`src/rtl/pipelined_cla_adder_if.sv`:
```
// Operand/result handshake bundle for pipelined_cla_adder.
// The master drives operands and out_ready; the slave (the adder) drives the results.
interface pipelined_cla_adder_if #(
  parameter int unsigned WIDTH = 16
);
  logic             in_valid;
  logic             in_ready;
  logic [WIDTH-1:0] x;
  logic [WIDTH-1:0] y;
  logic             cin;
  logic             sub;
  logic             out_valid;
  logic             out_ready;
  logic [WIDTH-1:0] S;
  logic             cout;
  logic             ovf;

  modport master (
    output in_valid, x, y, cin, sub, out_ready,
    input  in_ready, out_valid, S, cout, ovf
  );

  modport slave (
    input  in_valid, x, y, cin, sub, out_ready,
    output in_ready, out_valid, S, cout, ovf
  );
endinterface

```
`src/rtl/pipelined_cla_adder.sv`:
```
// Pipelined carry-lookahead adder/subtractor: one CHUNK-bit lookahead slice per stage, with the
// operand slices skewed in and the result slices deskewed out so that all sum bits emerge together.
module pipelined_cla_adder #(
  parameter int unsigned WIDTH = 16,
  parameter int unsigned CHUNK = 4
) (
  input logic                  clk,
  input logic                  reset,
  pipelined_cla_adder_if.slave bus
);
  localparam int unsigned STAGES = WIDTH / CHUNK;

  if ((WIDTH % CHUNK) != 0) begin : g_width_check
    $error("pipelined_cla_adder: WIDTH must be a multiple of CHUNK");
  end

  logic              adv;
  logic [WIDTH-1:0]  y_eff;
  logic              cin_eff;
  logic [STAGES:0]   valid_q, valid_d;
  // carry_q[0] is the registered carry-in; carry_q[k+1] is the carry out of stage k.
  logic [STAGES:0]   carry_q, carry_d;
  logic [STAGES-1:0] stage_cout;
  logic [WIDTH-1:0]  s_out;
  logic              msb_cin;
  logic              ovf_q, ovf_d;

  assign adv     = ~valid_q[STAGES] | bus.out_ready;
  assign y_eff   = bus.sub ? ~bus.y : bus.y;
  assign cin_eff = bus.sub | bus.cin;

  always_comb begin
    valid_d = {valid_q[STAGES-1:0], bus.in_valid};
    carry_d = {stage_cout, cin_eff};
    ovf_d   = msb_cin ^ stage_cout[STAGES-1];
  end

  always_ff @(posedge clk) begin
    if (reset) begin
      valid_q <= '0;
      carry_q <= '0;
      ovf_q   <= 1'b0;
    end else if (adv) begin
      valid_q <= valid_d;
      carry_q <= carry_d;
      ovf_q   <= ovf_d;
    end
  end

  for (genvar k = 0; k < STAGES; k++) begin : g_stage
    localparam int unsigned Lo       = k * CHUNK;
    localparam int unsigned ResDepth = STAGES - k;

    // xd/yd: operand slice k+1 register levels deep; rd: result slice until the output level.
    logic [CHUNK-1:0] xd_q [k+1];
    logic [CHUNK-1:0] xd_d [k+1];
    logic [CHUNK-1:0] yd_q [k+1];
    logic [CHUNK-1:0] yd_d [k+1];
    logic [CHUNK-1:0] rd_q [ResDepth];
    logic [CHUNK-1:0] rd_d [ResDepth];
    logic [CHUNK-1:0] g, p, sum;
    logic             c_out;

    always_comb begin
      logic [CHUNK:0] c;
      g    = xd_q[k] & yd_q[k];
      p    = xd_q[k] ^ yd_q[k];
      c    = '0;
      c[0] = carry_q[k];
      for (int i = 0; i < int'(CHUNK); i++) begin
        c[i+1] = g[i] | (p[i] & c[i]);
      end
      sum   = p ^ c[CHUNK-1:0];
      c_out = c[CHUNK];
    end

    always_comb begin
      xd_d[0] = bus.x[Lo +: CHUNK];
      yd_d[0] = y_eff[Lo +: CHUNK];
      for (int i = 1; i <= k; i++) begin
        xd_d[i] = xd_q[i-1];
        yd_d[i] = yd_q[i-1];
      end
      rd_d[0] = sum;
      for (int i = 1; i < int'(ResDepth); i++) begin
        rd_d[i] = rd_q[i-1];
      end
    end

    always_ff @(posedge clk) begin
      if (reset) begin
        for (int i = 0; i <= k; i++) begin
          xd_q[i] <= '0;
          yd_q[i] <= '0;
        end
        for (int i = 0; i < int'(ResDepth); i++) begin
          rd_q[i] <= '0;
        end
      end else if (adv) begin
        xd_q <= xd_d;
        yd_q <= yd_d;
        rd_q <= rd_d;
      end
    end

    assign stage_cout[k]       = c_out;
    assign s_out[Lo +: CHUNK]  = rd_q[ResDepth-1];

    if (k == STAGES - 1) begin : g_msb
      // Carry into the MSB recovered from its sum and propagate bits.
      assign msb_cin = p[CHUNK-1] ^ sum[CHUNK-1];
    end
  end

  assign bus.in_ready  = adv;
  assign bus.out_valid = valid_q[STAGES];
  assign bus.S         = s_out;
  assign bus.cout      = carry_q[STAGES];
  assign bus.ovf       = ovf_q;
endmodule
```
`src/flat_wrapper.sv`:
```
// flat-port wrapper written by rule: the top's interface ports become plain ports
module pipelined_cla_adder_flat 
#(
  parameter int unsigned WIDTH = 16,
  parameter int unsigned CHUNK = 4
)
  (clk, reset, bus_in_valid, bus_x, bus_y, bus_cin, bus_sub, bus_out_ready, bus_in_ready, bus_out_valid, bus_S, bus_cout, bus_ovf);
  pipelined_cla_adder_if #(.WIDTH(WIDTH)) bus_i ();
  input logic clk;
  input logic reset;
  input wire logic [$bits(bus_i.in_valid)-1:0] bus_in_valid;
  input wire logic [$bits(bus_i.x)-1:0] bus_x;
  input wire logic [$bits(bus_i.y)-1:0] bus_y;
  input wire logic [$bits(bus_i.cin)-1:0] bus_cin;
  input wire logic [$bits(bus_i.sub)-1:0] bus_sub;
  input wire logic [$bits(bus_i.out_ready)-1:0] bus_out_ready;
  output wire logic [$bits(bus_i.in_ready)-1:0] bus_in_ready;
  output wire logic [$bits(bus_i.out_valid)-1:0] bus_out_valid;
  output wire logic [$bits(bus_i.S)-1:0] bus_S;
  output wire logic [$bits(bus_i.cout)-1:0] bus_cout;
  output wire logic [$bits(bus_i.ovf)-1:0] bus_ovf;
  assign bus_i.in_valid = bus_in_valid;
  assign bus_i.x = bus_x;
  assign bus_i.y = bus_y;
  assign bus_i.cin = bus_cin;
  assign bus_i.sub = bus_sub;
  assign bus_i.out_ready = bus_out_ready;
  assign bus_in_ready = bus_i.in_ready;
  assign bus_out_valid = bus_i.out_valid;
  assign bus_S = bus_i.S;
  assign bus_cout = bus_i.cout;
  assign bus_ovf = bus_i.ovf;
  pipelined_cla_adder #(.WIDTH(WIDTH), .CHUNK(CHUNK)) u_core (.clk(clk), .reset(reset), .bus(bus_i));
endmodule
```
`config.mk`:
```
export PLATFORM = sky130hd
export DESIGN_NAME = pipelined_cla_adder_flat
export DESIGN_NICKNAME = d
export VERILOG_FILES = /design/src/rtl/pipelined_cla_adder_if.sv /design/src/rtl/pipelined_cla_adder.sv /design/src/flat_wrapper.sv
export SDC_FILE = /design/constraint.sdc
export NUM_CORES = 1
export LEC_CHECK = 0
export ABC_AREA = 1
export CELL_PAD_IN_SITES_DETAIL_PLACEMENT = 1
export CELL_PAD_IN_SITES_GLOBAL_PLACEMENT = 1
export CORE_MARGIN = 2
export CORE_UTILIZATION = 26
export CTS_BUF_LIST = sky130_fd_sc_hd__clkbuf_4 sky130_fd_sc_hd__clkbuf_8
export DETAILED_ROUTE_END_ITERATION = 10
export GPL_TIMING_DRIVEN = 0
export PLACE_DENSITY_LB_ADDON = 0.2
export SLEW_MARGIN = 20
export SYNTH_ARGS = -nofsm -noshare
export SYNTH_HDL_FRONTEND = slang
export SYNTH_SLANG_ARGS = --single-unit
```
`constraint.sdc`:
```
create_clock -name clk -period 4.91 [get_ports clk]
set_input_delay 0.7365 -clock clk [delete_from_list [all_inputs] [get_ports clk]]
set_output_delay 0.7365 -clock clk [all_outputs]
set_load 0.02 [all_outputs]
```
==> out/results.ini <==
[synth]
syn_nets=656
synth_flop_cell=dfxtp_1
synthCells=601
syn_area_sq_mm=0.00512
synth_common_cells=nor2_1, dfxtp_1, o21ai_0
avgSynthCellArea_sq_um=8.52
synth_edf_count=0
ys_seq_elements=131
ys_seq_area_frac=0.512
yosysTopAreaCellShare=0.512
yosysTopAreaCell=dfxtp_1
synth-async-reset-ratio=0
ys_warn_count=0
synth_area_leaders=dfxtp_1, nor2_1, o21ai_0
ys_types=19
synth.most_common_cell=nor2_1

[timing]
finalCritPeriodShare=0.653
slew_headroom=0.739
setup_viol=0
fin_skew_ps=12.2
rsz0062_at_grt=false
max_freq_mhz=312
tightest_slew_ps=392
period_minus_slack_ps=3200
finalMaxSlewViolations=0
finalSetupTns_ps=0
hold_violations=0

[clocking]
clkTransAtPathRegs_ps=80
tritoncts=done
cts-htree-levels=4
hold_buffers=0
post_cts_buffers=0
clk_latency_ps=440
cts_root_buf=clkbuf_8
cts_buffer_depth=2
cts_resized=0
cts_sinks=131
cts_made_buffers=17

[critical_path]
cp-start-kind=input pin
arrival_ps=2470
crit_fanout=10
r2r_cells=13
reg2reg_to=u_core.bus.ovf
r2r_start=u_core.g_stage[3].xd_q[0]
end_kind=output port
crit_type=in2out
required_ps=4170
r2r_setup_slack_ps=2290

[floorplanning]
die_area_sq_mm=0.0208
core_area_sq_mm=0.0194
die_h_um=144
dieWidth_um=144
start_util=0.264
io-pin-count=58
num_rows=51

[worst_hold_path]
hold_path_startpoint=u_core.g_stage[1].rd_d[6]
min_to=u_core.g_stage[1].rd_d[2]
worstHoldPathCells=2
hp-class=reg2reg

[global_route]
grt_pass1_vias=4235
global_route.overflow_total=0
grt_usage=0.139
grt_first_pass_wirelength_mm=22.2
antenna_found_initial=0
grt_max_degree=17

[drt]
wl_met3_um=553
first_iter_violations=139
detail_route.wl_per_cell_um=14.0
vias_per_cell=4.27
postRouteAntennaNets=0
wl_met1_mm=6.67
route.detailed.drc=0
wirelength_mm=13.3
dr.max_layer_used=met4
wl_met2_mm=5.96
vias=4072
first_pass_iters=4

[finish]
fin_area_sq_mm=0.00647
nets=731
fillers=2333
instances_no_fill=954
utilization=0.334
drive_above_1_share=0.112
antenna_cells=0
synthToLayoutAreaGrowth_pct=26.4

[pwr]
ir_worst_vdd_v=0.000161
leakagePower_nw=2.51
powerDensity_mw_per_mm2=373

[status]
status=completed

[place]
io_buffers=56
place_congestion=0.752
dp_cells=922
place_area_sq_mm=0.00601
hpwlAfterDp_mm=9.42

[flow_run]
max_cap_viol_count=0

## stage by stage
stage          power (W)  setup slack [ps]  hold slack, ps
3_3_place_gp     0.00138              1710             457
3_5_place_dp     0.00139              1700             469
6_report         0.00241              1710             480
5_1_grt          0.00253              1660             513
2_1_floorplan    0.00130              2570             434
4_1_cts          0.00245              1690             486
## placed cells by master (no fill, tap or decap)
cell type,Yosys,routed
a21oi_1,43,43
buf_2,21,21
buf_4,5,5
buf_6,15,15
bufinv_16,0,5
clkbuf_1,3,3
clkbuf_8,0,18
clkdlybuf4s50_1,0,56
clkinv_2,0,4
clkinv_4,0,2
clkinvlp_4,0,3
dfxtp_1,131,131
fa_1,16,16
ha_1,1,1
inv_1,31,31
inv_2,2,2
inv_4,1,1
nand2_1,7,7
nand2_4,1,1
nand3_1,1,1
nand4_1,1,1
nor2_1,177,177
o21ai_0,78,78
o21ai_1,51,51
xnor2_1,16,16
## power by group
group          switching (W)  internal, W
sequential         0.0000307      0.00112
combinational       0.000107     0.000102
clock               0.000436     0.000615
total               0.000574      0.00184
## registers in the layout, summed over array words and instances, names as in the netlist, 4 cells and up
signal / flops
u_core.g_stage.rd_d: 24
u_core.bus.S: 12
u_core.carry_q: 5
u_core.g_stage.rd_q: 4
u_core.g_stage.yd_d: 24
u_core.g_stage.xd_d: 24
u_core.g_stage.xd_q: 16
u_core.valid_q: 5
u_core.g_stage.yd_q: 16
## per-layer routing
metal | global-route usage | vias to the layer above
met5 | 0 | -
met2 | 0.218 | 56
met1 | 0.189 | 1921
li1 | - | 2081
met4 | 0.0414 | 0
met3 | 0.0371 | 14
## final cells by class
class	count	area [sq um]	area share
Inverter	34	130	0.0201
Buffer	44	323	0.0499
Clock buffer	18	248	0.0383
Timing Repair Buffer	56	561	0.0866
Tap cell	265	332	0.0512
Sequential cell	131	2620	0.405
Multi-Input combinational cell	392	2050	0.316
Clock inverter	14	210	0.0325
## cell families (layout without fill, tap and decap cells)
logic type	after synthesis	after routing	share of synthesized area
compound gates	172	172	0.168
flops	131	131	0.512
buf+inv	78	166	0.0884
xor+xnor	16	16	0.0274
fa+ha+maj	17	17	0.0650
simple gates	187	187	0.139
## how the worst max path moves through the flow
stage                               from        endpoint  slack (ps)
2_1_floorplan  u_core.g_stage[3].yd_q[0]  u_core.bus.ovf        2570
3_3_place_gp               bus_out_ready    bus_in_ready        1710
3_5_place_dp               bus_out_ready    bus_in_ready        1700
4_1_cts                    bus_out_ready    bus_in_ready        1690
5_1_grt                    bus_out_ready    bus_in_ready        1660
6_report                   bus_out_ready    bus_in_ready        1710
## worst max-delay path, cell delays in order
cell,delay [ps]
clkdlybuf4s50_1,480
inv_2,70
nand2_4,90
buf_4,170
buf_2,260
clkdlybuf4s50_1,650
Power figures use the tool's default switching activity.
